==> src/rtl/srl_fifo_v2.sv <==
// srl_fifo_v2 -- SRL-based stream FIFO with occupancy count and registered flags.
//
// Producer writes at if_din/if_write; consumer sees head-of-queue on if_dout with
// first-word fall-through. All flags and the occupancy output are registered from
// the next-state count, so none are combinational from the request inputs.
//
// Ports:
//   clk, reset            clock (rising edge), asynchronous active-high reset
//   if_write_ce/if_write  write enable / request; push when also if_full_n
//   if_din                write data
//   if_full_n             room available this cycle
//   if_almost_full_n      low when occupancy >= AF_THRESH
//   if_read_ce/if_read    read enable / request; pop when also if_empty_n
//   if_dout               head data (zeros when empty)
//   if_empty_n            if_dout valid
//   if_num_data_valid     current occupancy
//
// Build option: define SRL_FIFO_OREG_EN to put a register after the SRL head.
// Capacity grows to DEPTH+1 and write-to-read latency to 2 cycles.
module srl_fifo_v2 #(
  parameter int DATA_WIDTH = 32,
  parameter int ADDR_WIDTH = 4,
  parameter int DEPTH      = 16,
  parameter int AF_THRESH  = 14
) (
  input  logic                  clk,
  input  logic                  reset,
  input  logic                  if_write_ce,
  input  logic                  if_write,
  input  logic [DATA_WIDTH-1:0] if_din,
  output logic                  if_full_n,
  output logic                  if_almost_full_n,
  input  logic                  if_read_ce,
  input  logic                  if_read,
  output logic [DATA_WIDTH-1:0] if_dout,
  output logic                  if_empty_n,
  output logic [ADDR_WIDTH:0]   if_num_data_valid
);

  localparam logic [ADDR_WIDTH:0]   DEPTH_C = (ADDR_WIDTH+1)'(DEPTH);
  localparam logic [ADDR_WIDTH+1:0] AF_C    = (ADDR_WIDTH+2)'(AF_THRESH);

  logic [DATA_WIDTH-1:0] mem_q [DEPTH];
  logic [ADDR_WIDTH:0]   cnt_q, cnt_d, occ_d;
  logic [ADDR_WIDTH-1:0] cnt_lo, head;
  logic [DATA_WIDTH-1:0] head_data;
  logic                  full_n_q, af_n_q;
  logic                  push, srl_pop;

  assign push      = if_write & if_write_ce & full_n_q;
  assign cnt_lo    = cnt_q[ADDR_WIDTH-1:0];
  // Oldest entry sits at count-1; the low bits wrap correctly when count == 2^ADDR_WIDTH.
  assign head      = (cnt_q == '0) ? '0 : cnt_lo - 1'b1;
  assign head_data = mem_q[head];

  // Storage is deliberately not reset; count alone decides what is valid.
  always_ff @(posedge clk) begin
    if (push) begin
      for (int i = DEPTH-1; i > 0; i--) mem_q[i] <= mem_q[i-1];
      mem_q[0] <= if_din;
    end
  end

  always_comb begin
    cnt_d = cnt_q;
    if (push && !srl_pop)      cnt_d = cnt_q + 1'b1;
    else if (!push && srl_pop) cnt_d = cnt_q - 1'b1;
  end

  always_ff @(posedge clk or posedge reset) begin
    if (reset) begin
      cnt_q    <= '0;
      full_n_q <= 1'b1;
      af_n_q   <= 1'b1;
    end else begin
      cnt_q    <= cnt_d;
      full_n_q <= (cnt_d != DEPTH_C);
      af_n_q   <= ({1'b0, occ_d} < AF_C);
    end
  end

  assign if_full_n        = full_n_q;
  assign if_almost_full_n = af_n_q;

`ifdef SRL_FIFO_OREG_EN
  logic                  ovld_q, ovld_d, pop;
  logic [DATA_WIDTH-1:0] odata_q, odata_d;
  logic [ADDR_WIDTH:0]   occ_q;

  assign pop     = if_read & if_read_ce & ovld_q;
  // Refill the output register whenever it is empty or being drained this cycle.
  assign srl_pop = (cnt_q != '0) & (~ovld_q | pop);
  assign ovld_d  = srl_pop | (ovld_q & ~pop);
  assign odata_d = srl_pop ? head_data : (ovld_d ? odata_q : '0);
  assign occ_d   = cnt_d + {{ADDR_WIDTH{1'b0}}, ovld_d};

  always_ff @(posedge clk or posedge reset) begin
    if (reset) begin
      ovld_q  <= 1'b0;
      odata_q <= '0;
      occ_q   <= '0;
    end else begin
      ovld_q  <= ovld_d;
      odata_q <= odata_d;
      occ_q   <= occ_d;
    end
  end

  assign if_dout           = odata_q;
  assign if_empty_n        = ovld_q;
  assign if_num_data_valid = occ_q;
`else
  logic empty_n_q;

  assign srl_pop = if_read & if_read_ce & empty_n_q;
  assign occ_d   = cnt_d;

  always_ff @(posedge clk or posedge reset) begin
    if (reset) empty_n_q <= 1'b0;
    else       empty_n_q <= (cnt_d != '0);
  end

  assign if_dout           = empty_n_q ? head_data : '0;
  assign if_empty_n        = empty_n_q;
  assign if_num_data_valid = cnt_q;
`endif

endmodule

==> config.mk <==
export PLATFORM = sky130hd
export DESIGN_NAME = srl_fifo_v2
export DESIGN_NICKNAME = d
export VERILOG_FILES = /design/src/rtl/srl_fifo_v2.sv
export SDC_FILE = /design/constraint.sdc
export NUM_CORES = 1
export LEC_CHECK = 0
export CAP_MARGIN = 20
export CORE_MARGIN = 8
export CORE_UTILIZATION = 60
export DETAILED_ROUTE_END_ITERATION = 7
export MAX_ROUTING_LAYER = met4
export PLACE_DENSITY_LB_ADDON = 0.05
export RECOVER_POWER = 100
export SYNTH_ARGS = -nofsm -noshare
export SYNTH_HDL_FRONTEND = slang
export SYNTH_SLANG_ARGS = --single-unit
export TNS_END_PERCENT = 1
==> constraint.sdc <==
create_clock -name clk -period 23.5 [get_ports clk]
set_input_delay 5.875 -clock clk [delete_from_list [all_inputs] [get_ports clk]]
set_output_delay 5.875 -clock clk [all_outputs]
set_load 0.005 [all_outputs]
==> summary.md, run 1 <==
| Metric | Value |
|---|---|
| Worst hold path type | flip-flop to flip-flop |
| CP Capture Type | output port |
| Mean Syn Cell Area | 17.6 um2 |
| Vias after detailed routing | 11100 |
| Tmin final | 15340 ps |
| Core area | 0.0343 mm2 |
| Worst vdd ir | 0.103 mV |
| Setup TNS | 0 ps |
| Share of layout cells above drive strength 1 | 13.7% |
| Total track usage | 21.5% |
| Crit path launch type | flip-flop |
| Setup Crit Path Kind | flip-flop to output port |
| CTS resizes | 0 |
| Total wire length | 42600 um |
| Dominant cell type by area after synthesis | edfxtp_1 |
| Crit path max fanout | 48 |
| Final antenna-violating net count | 0 |
| Unrepaired setup endpoints after global routing | no |
| Post-synth top area share | 74.1% |
| Switching power | 1.21 mW |
| DIE HEIGHT | 202 um |
| Pin count of the biggest net entering global routing | 96 |
| Initial antenna violation count | 0 |
| Synth async-reset ratio | 1.54% |
| Post-synthesis cell count | 1179 |
| Cell Int Power | 2.22 mW |
| Max-slew headroom | -200% |
| Leakage | 7.61 nW |
| Mapped Area | 0.0208 mm2 |
| Nets | 1279 |
| Arr. time, crit path | 9460 ps |
| ANT cells | 0 |
| Syn. warnings | 0 |
| Fin. Hold Viols | 0 |
| Flop pwr share | 33.7% |
| Place WS | 13240 ps |
| Average routed wire per standard cell | 24.6 um |
| Max-cap violations | 12 |
| Final slew viol count | 677 |
| Net Count, Synth | 1219 |
| Total CTS buffers | 51 |
| # hold bufs at CTS | 0 |
| Overflow after GRT | 0 |
| First-pass GRT wire length | 67300 um |
| Global placement routability congestion | 0.756 |
| Netlist cell types | 47 |
| Row Count | 68 |
| Outcome | finished with violations |
| Most frequent cell after synthesis | edfxtp_1 |
| Setup violators final | 0 |
| EDFF count, synth | 512 |
| Vias in the first global route | 11400 |
| Worst path required time | 17620 ps |
| WHS Path Cells | 0 |
| H-tree Lvls | 2 |
| IO Port Bufs | 77 |
| Primary FF master, synth | edfxtp_1 |
| Initial Util | 60.5% |
| Pwr/cell area | 146 mW/mm2 |
| Setup Skew | 8.21 ps |
| Initial drt markers | 1162 |
| Switching part of the total power | 35.2% |
| Slew @ Worst Pin | 4500 ps |
| Setup Buffers After CTS | 0 |
| Failing checks | max-capacitance violations, max-slew violations |
| Register-to-Register Path Depth | 4 |
| Clock Sinks | 520 |
| Comb pwr share | 43.1% |
| Clock share of power | 23.2% |
| Sequential share of the synthesized area | 75.1% |
| Max Root-Sink Buffers | 3 |
| Fmax | 0.0652 GHz |
| Layout area overhead | 12.9% |
| Root buf cell | clkbuf_16 |
| Setup WS post-layout | 8160 ps |
| Vias per cell | 6.44 |
| Post-DP HPWL | 22500 um |
| Period utilization | 65.3% |
| Flops & latches, synth | 520 |
| First-pass DRT Iterations | 5 |
| Synth area leaders | edfxtp_1 (74%), mux4_2 (3.5%), a2bb2oi_1 (2.6%) |
| Commonest cells post-synth | edfxtp_1 (512), a21oi_1 (96), nand2_1 (70) |
| I/O Pins | 78 |
| Post-route DRC | 0 |
| Worst skew pair latency | 580 ps |
| Die width | 202 um |
| Area of the die | 0.0408 mm2 |
| Reg clk slew, reported paths | 60 ps |
| CTS tree | yes |
-- cells in the final DEF, fill, tap and decap left out, types with 5 or more instances in the layout --
cell type and n:
edfxtp_1 512, a21oi_1 96, nand2_1 69, dlygate4sd3_1 65
a2bb2oi_1 62, clkbuf_16 53, mux2i_1 35, o2bb2ai_1 33
o32a_1 33, mux4_2 32, o211ai_1 32, and2_1 31
a211oi_1 31, mux2_2 31, clkbuf_1 20, o32ai_1 16
o32ai_2 15, clkdlybuf4s50_1 12, buf_4 12, clkinv_2 8
inv_1 7, clkbuf_8 7, clkinv_1 7, dfrtp_1 6
o21ai_0 5
-- kinds of logic (layout without fill, tap and decap cells) --
family | Yosys count | in the layout | share of synthesized area (%)
AOI/OAI and AO/OA | 330 | 330 | 12.6
muxes | 99 | 99 | 6.89
adders and majority gates | 2 | 2 | 0.121
xor gates and xnor gates | 4 | 4 | 0.169
DFF | 520 | 520 | 75.1
buffers and inverters | 100 | 196 | 2.18
and+or+nand+nor | 124 | 124 | 3.00
-- final timing paths --
check | from | end | slack, ps
max | if_num_data_valid[0]$_DFF_PP0_ | if_dout[21] | 8160
max reg2reg | if_full_n$_DFF_PP1_ | mem_q[1][11]$_DFFE_PP_ | 13790
min in group asynchronous | reset | if_num_data_valid[0]$_DFF_PP0_ | 5680
min reg2reg | mem_q[10][20]$_DFFE_PP_ | mem_q[11][20]$_DFFE_PP_ | 440
max in group asynchronous | reset | if_almost_full_n$_DFF_PP1_ | 17530
min | mem_q[10][20]$_DFFE_PP_ | mem_q[11][20]$_DFFE_PP_ | 440
-- through the flow --
stage | utilization [%] | power, mW | area, um2 | instances | hold WS [ps]
after floorplan | - | 2.16 | 20800 | 1179 | 418
after global routing | 68.3 | 3.59 | 23400 | 1730 | 446
after global placement | 63.8 | 2.68 | 21900 | 1640 | 420
after CTS | 68.5 | 3.49 | 23500 | 1729 | 438
after detailed placement | 63.8 | 2.68 | 21900 | 1640 | 426
final | 68.3 | 3.43 | 23400 | 1730 | 438
-- power groups by stage --
stage	Combinational (mW)	Sequential, mW	Clock (mW)
after floorplan	0.971	1.19	0
after global placement	1.52	1.16	0
after detailed placement	1.52	1.17	0
after CTS	1.53	1.15	0.812
after global routing	1.58	1.16	0.844
final	1.48	1.15	0.796
-- sequential cells by signal, summed over array words and instances (netlist names) --
signal and cells:
if_almost_full_n 1, if_full_n 1, mem_q 512, if_num_data_valid 5, if_empty_n 1
-- area by class of cell --
type	count	area [um2]
clock buffer	71	1460
clock inverter	18	160
fill	2239	10900
inverter	9	36.3
multi-input combinational	559	4720
sequential	520	15600
tap	455	569
timing repair buffer	98	895
-- critical path, stage by stage (launching register included) --
cell	delay (ps)
dfrtp_1	480
clkinvlp_2	1200
ha_1	470
nand2b_1	140
o21ai_0	2530
clkbuf_1	2390
mux4_2	510
o2bb2ai_1	150
o32a_1	340
dlygate4sd3_1	600
-- layer usage --
metal / vias up / global-route usage (%) / wire length (um)
li1: 4942 / - / -
met1: 5694 / 31.3 / 19200
met2: 435 / 30.8 / 19600
met3: 72 / 3.83 / 2860
met4: 0 / 6.91 / 914
met5: - / - / 0
Power figures use the tool's default switching activity.
==> run 2, diff against run 1 <==
==> constraint.sdc (replaced) <==
create_clock -name clk -period 14.2 [get_ports clk]
set_input_delay 3.55 -clock clk [delete_from_list [all_inputs] [get_ports clk]]
set_output_delay 3.55 -clock clk [all_outputs]
set_load 0.005 [all_outputs]
==> summary.md, run 2 (same netlist as run 1, synthesis figures left out) <==
| Metric | Value |
|---|---|
| Outcome | finished with violations |
| Failing checks | max-capacitance violations, max-slew violations |
| Initial Util | 60.5% (unchanged) |
| Critical Path Max Stage Delay | 1240 ps (-1290 ps) |
| Hold endpoint | mem_q[8][3]$_DFFE_PP_ |
| Max layer used | met4 |
| Tmin final | 9740 ps |
| Total track usage | 21.4% (-0.13 points) |
| First-pass DRT Iterations | 5 (unchanged) |
| Nets | 1277 (-0.16%) |
| Final antenna-violating net count | 0 (unchanged) |
| Reg clk slew, reported paths | 60 ps (about the same) |
| Max-cap violations | 5 (-7) |
| Vias in the first global route | 11200 (-1.0%) |
| Fin. Hold Viols | 0 (unchanged) |
| Max-slew headroom | -206% (-5.5 points) |
| Pin count of the biggest net entering global routing | 210 (+120%) |
| Worst path bufs/invs | 3 (unchanged) |
| Post-DP HPWL | 22800 um (+1.3%) |
| Cell depth of the worst setup path | 9 (unchanged) |
| CTS resizes | 0 (unchanged) |
| Crit path launch type | flip-flop |
| Worst Hold Launch | mem_q[7][3]$_DFFE_PP_ |
| Max Root-Sink Buffers | 3 (unchanged) |
| Most frequent cells in the layout | edfxtp_1 (512), a21oi_1 (96), nand2_1 (70) |
| Critical-path cell list | inv_4 -> ha_1 -> nand2b_1 -> o21ai_4 -> buf_4 -> nand2_1 -> o2bb2ai_1 -> o32a_1 -> dlygate4sd3_1 |
| Leakage | 7.60 nW (-0.18%) |
| Fillcell total | 2276 (+1.7%) |
| Initial drt markers | 1158 (-0.34%) |
| Commonest non-fill, non-tap cell in the layout | edfxtp_1 |
| Setup TNS | 0 ps (unchanged) |
| Worst hold path type | flip-flop to flip-flop |
| Average routed wire per standard cell | 24.9 um (+1.0%) |
| Reg-to-reg endpoint | mem_q[9][19]$_DFFE_PP_ |
| M1 WL | 19800 um (+2.8%) |
| WL met2 | 19800 um (+1.3%) |
| H-tree Lvls | 2 (unchanged) |
| Setup Buffers After CTS | 0 (unchanged) |
| Unrepaired setup endpoints after global routing | no |
| Slew @ Worst Pin | 4590 ps (+83.0 ps) |
| Critical R2R Launch | if_full_n$_DFF_PP1_ |
| DIE HEIGHT | 202 um (unchanged) |
| Worst path required time | 10650 ps (-6970 ps) |
| Worst skew pair latency | 570 ps (about the same) |
| Largest Register | mem_q |
| Row Count | 68 (unchanged) |
| Period utilization | 68.6% |
| Vias after detailed routing | 11200 (+0.30%) |
| CTS tree | yes |
| Total wire length | 43000 um (+1.0%) |
| Overflow after GRT | 0 (unchanged) |
| WHS Path Cells | 0 (unchanged) |
| Place WS | 5850 ps (-7400 ps) |
| Clock Sinks | 520 (unchanged) |
| Fin Hold WS | 439 ps (+0.979 ps) |
| Worst vdd ir | 0.197 mV (+91%) |
| ANT cells | 0 (unchanged) |
| # hold bufs at CTS | 0 (unchanged) |
| Max FFs per register | 512 (unchanged) |
| Initial antenna violation count | 0 (unchanged) |
| Share of layout cells above drive strength 1 | 13.8% (+0.078 points) |
| R2r setup slk | 7540 ps (-6250 ps) |
| Final slew viol count | 383 (-43%) |
| Detail Route met3 WL | 2740 um (-4.4%) |
| Core area | 0.0343 mm2 (unchanged) |
| I/O Pins | 78 (unchanged) |
| First-pass GRT wire length | 66600 um (-1.0%) |
| Root buf cell | clkbuf_16 |
| Setup Skew | 14.4 ps (+6.20 ps) |
| Global placement routability congestion | 0.776 (+2.7%) |
| Slowest cell on the critical path | nand2_1 |
| Setup violators final | 0 (unchanged) |
| Pwr/cell area | 241 mW/mm2 (+64%) |
| Setup Crit Path Kind | flip-flop to output port |
| Top Family by Delay on Critical Path | buffers and inverters |
| Total CTS buffers | 52 (+2.0%) |
| Post-route DRC | 0 (unchanged) |
| Layout area overhead | 12.7% |
| IO Port Bufs | 77 (unchanged) |
| Fmax | 0.103 GHz |
| Vias per cell | 6.46 (+0.30%) |
| Register-to-Register Path Depth | 3 (-1) |
| Arr. time, crit path | 6190 ps (-3270 ps) |
| Crit path max fanout | 49 (+2.1%) |
| Setup WS post-layout | 4460 ps (-3700 ps) |
| CP Capture Type | output port |
| Die width | 202 um (unchanged) |
| Area of the die | 0.0408 mm2 (unchanged) |
-- run 2: worst max path at each step --
stage	start	end	slack [ps]
after detailed placement	if_num_data_valid[0]$_DFF_PP0_	if_dout[12]	5850
after global placement	if_num_data_valid[0]$_DFF_PP0_	if_dout[3]	5940
after floorplan	if_write	if_almost_full_n$_DFF_PP1_	2590
after CTS	if_num_data_valid[0]$_DFF_PP0_	if_dout[3]	5170
final	if_num_data_valid[0]$_DFF_PP0_	if_dout[11]	4460
after global routing	if_write	mem_q[15][17]$_DFFE_PP_	4070
-- run 2: final cells by class --
cell class	instances	area [um2]	area share [%]
inverter	9	37.5	0.161
timing repair buffer	95	908	3.88
clock inverter	27	165	0.706
tap	455	569	2.43
clock buffer	65	1370	5.86
sequential	520	15600	66.6
multi-input combinational	559	4760	20.3
-- run 2: routing by layer --
layer	vias up	global-route usage, %
li1	4940	-
met1	5797	31.5
met2	387	31.0
met3	52	3.62
met4	0	5.30
met5	-	-
-- run 2: per-stage QoR --
step,instance area [um2],total power [mW],std cells,utilization [%]
2_1_floorplan,20800,3.54,1179,-
3_3_place_gp,21900,4.43,1638,63.8
3_5_place_dp,21900,4.45,1638,63.8
4_1_cts,23400,5.73,1730,68.3
5_1_grt,23400,5.89,1730,68.2
6_report,23400,5.62,1730,68.2
-- run 2: where the power goes --
group          switching [mW]  internal, mW  total, mW
logic                    1.40          1.04       2.45
clock network           0.552         0.714       1.27
registers              0.0712          1.84       1.91
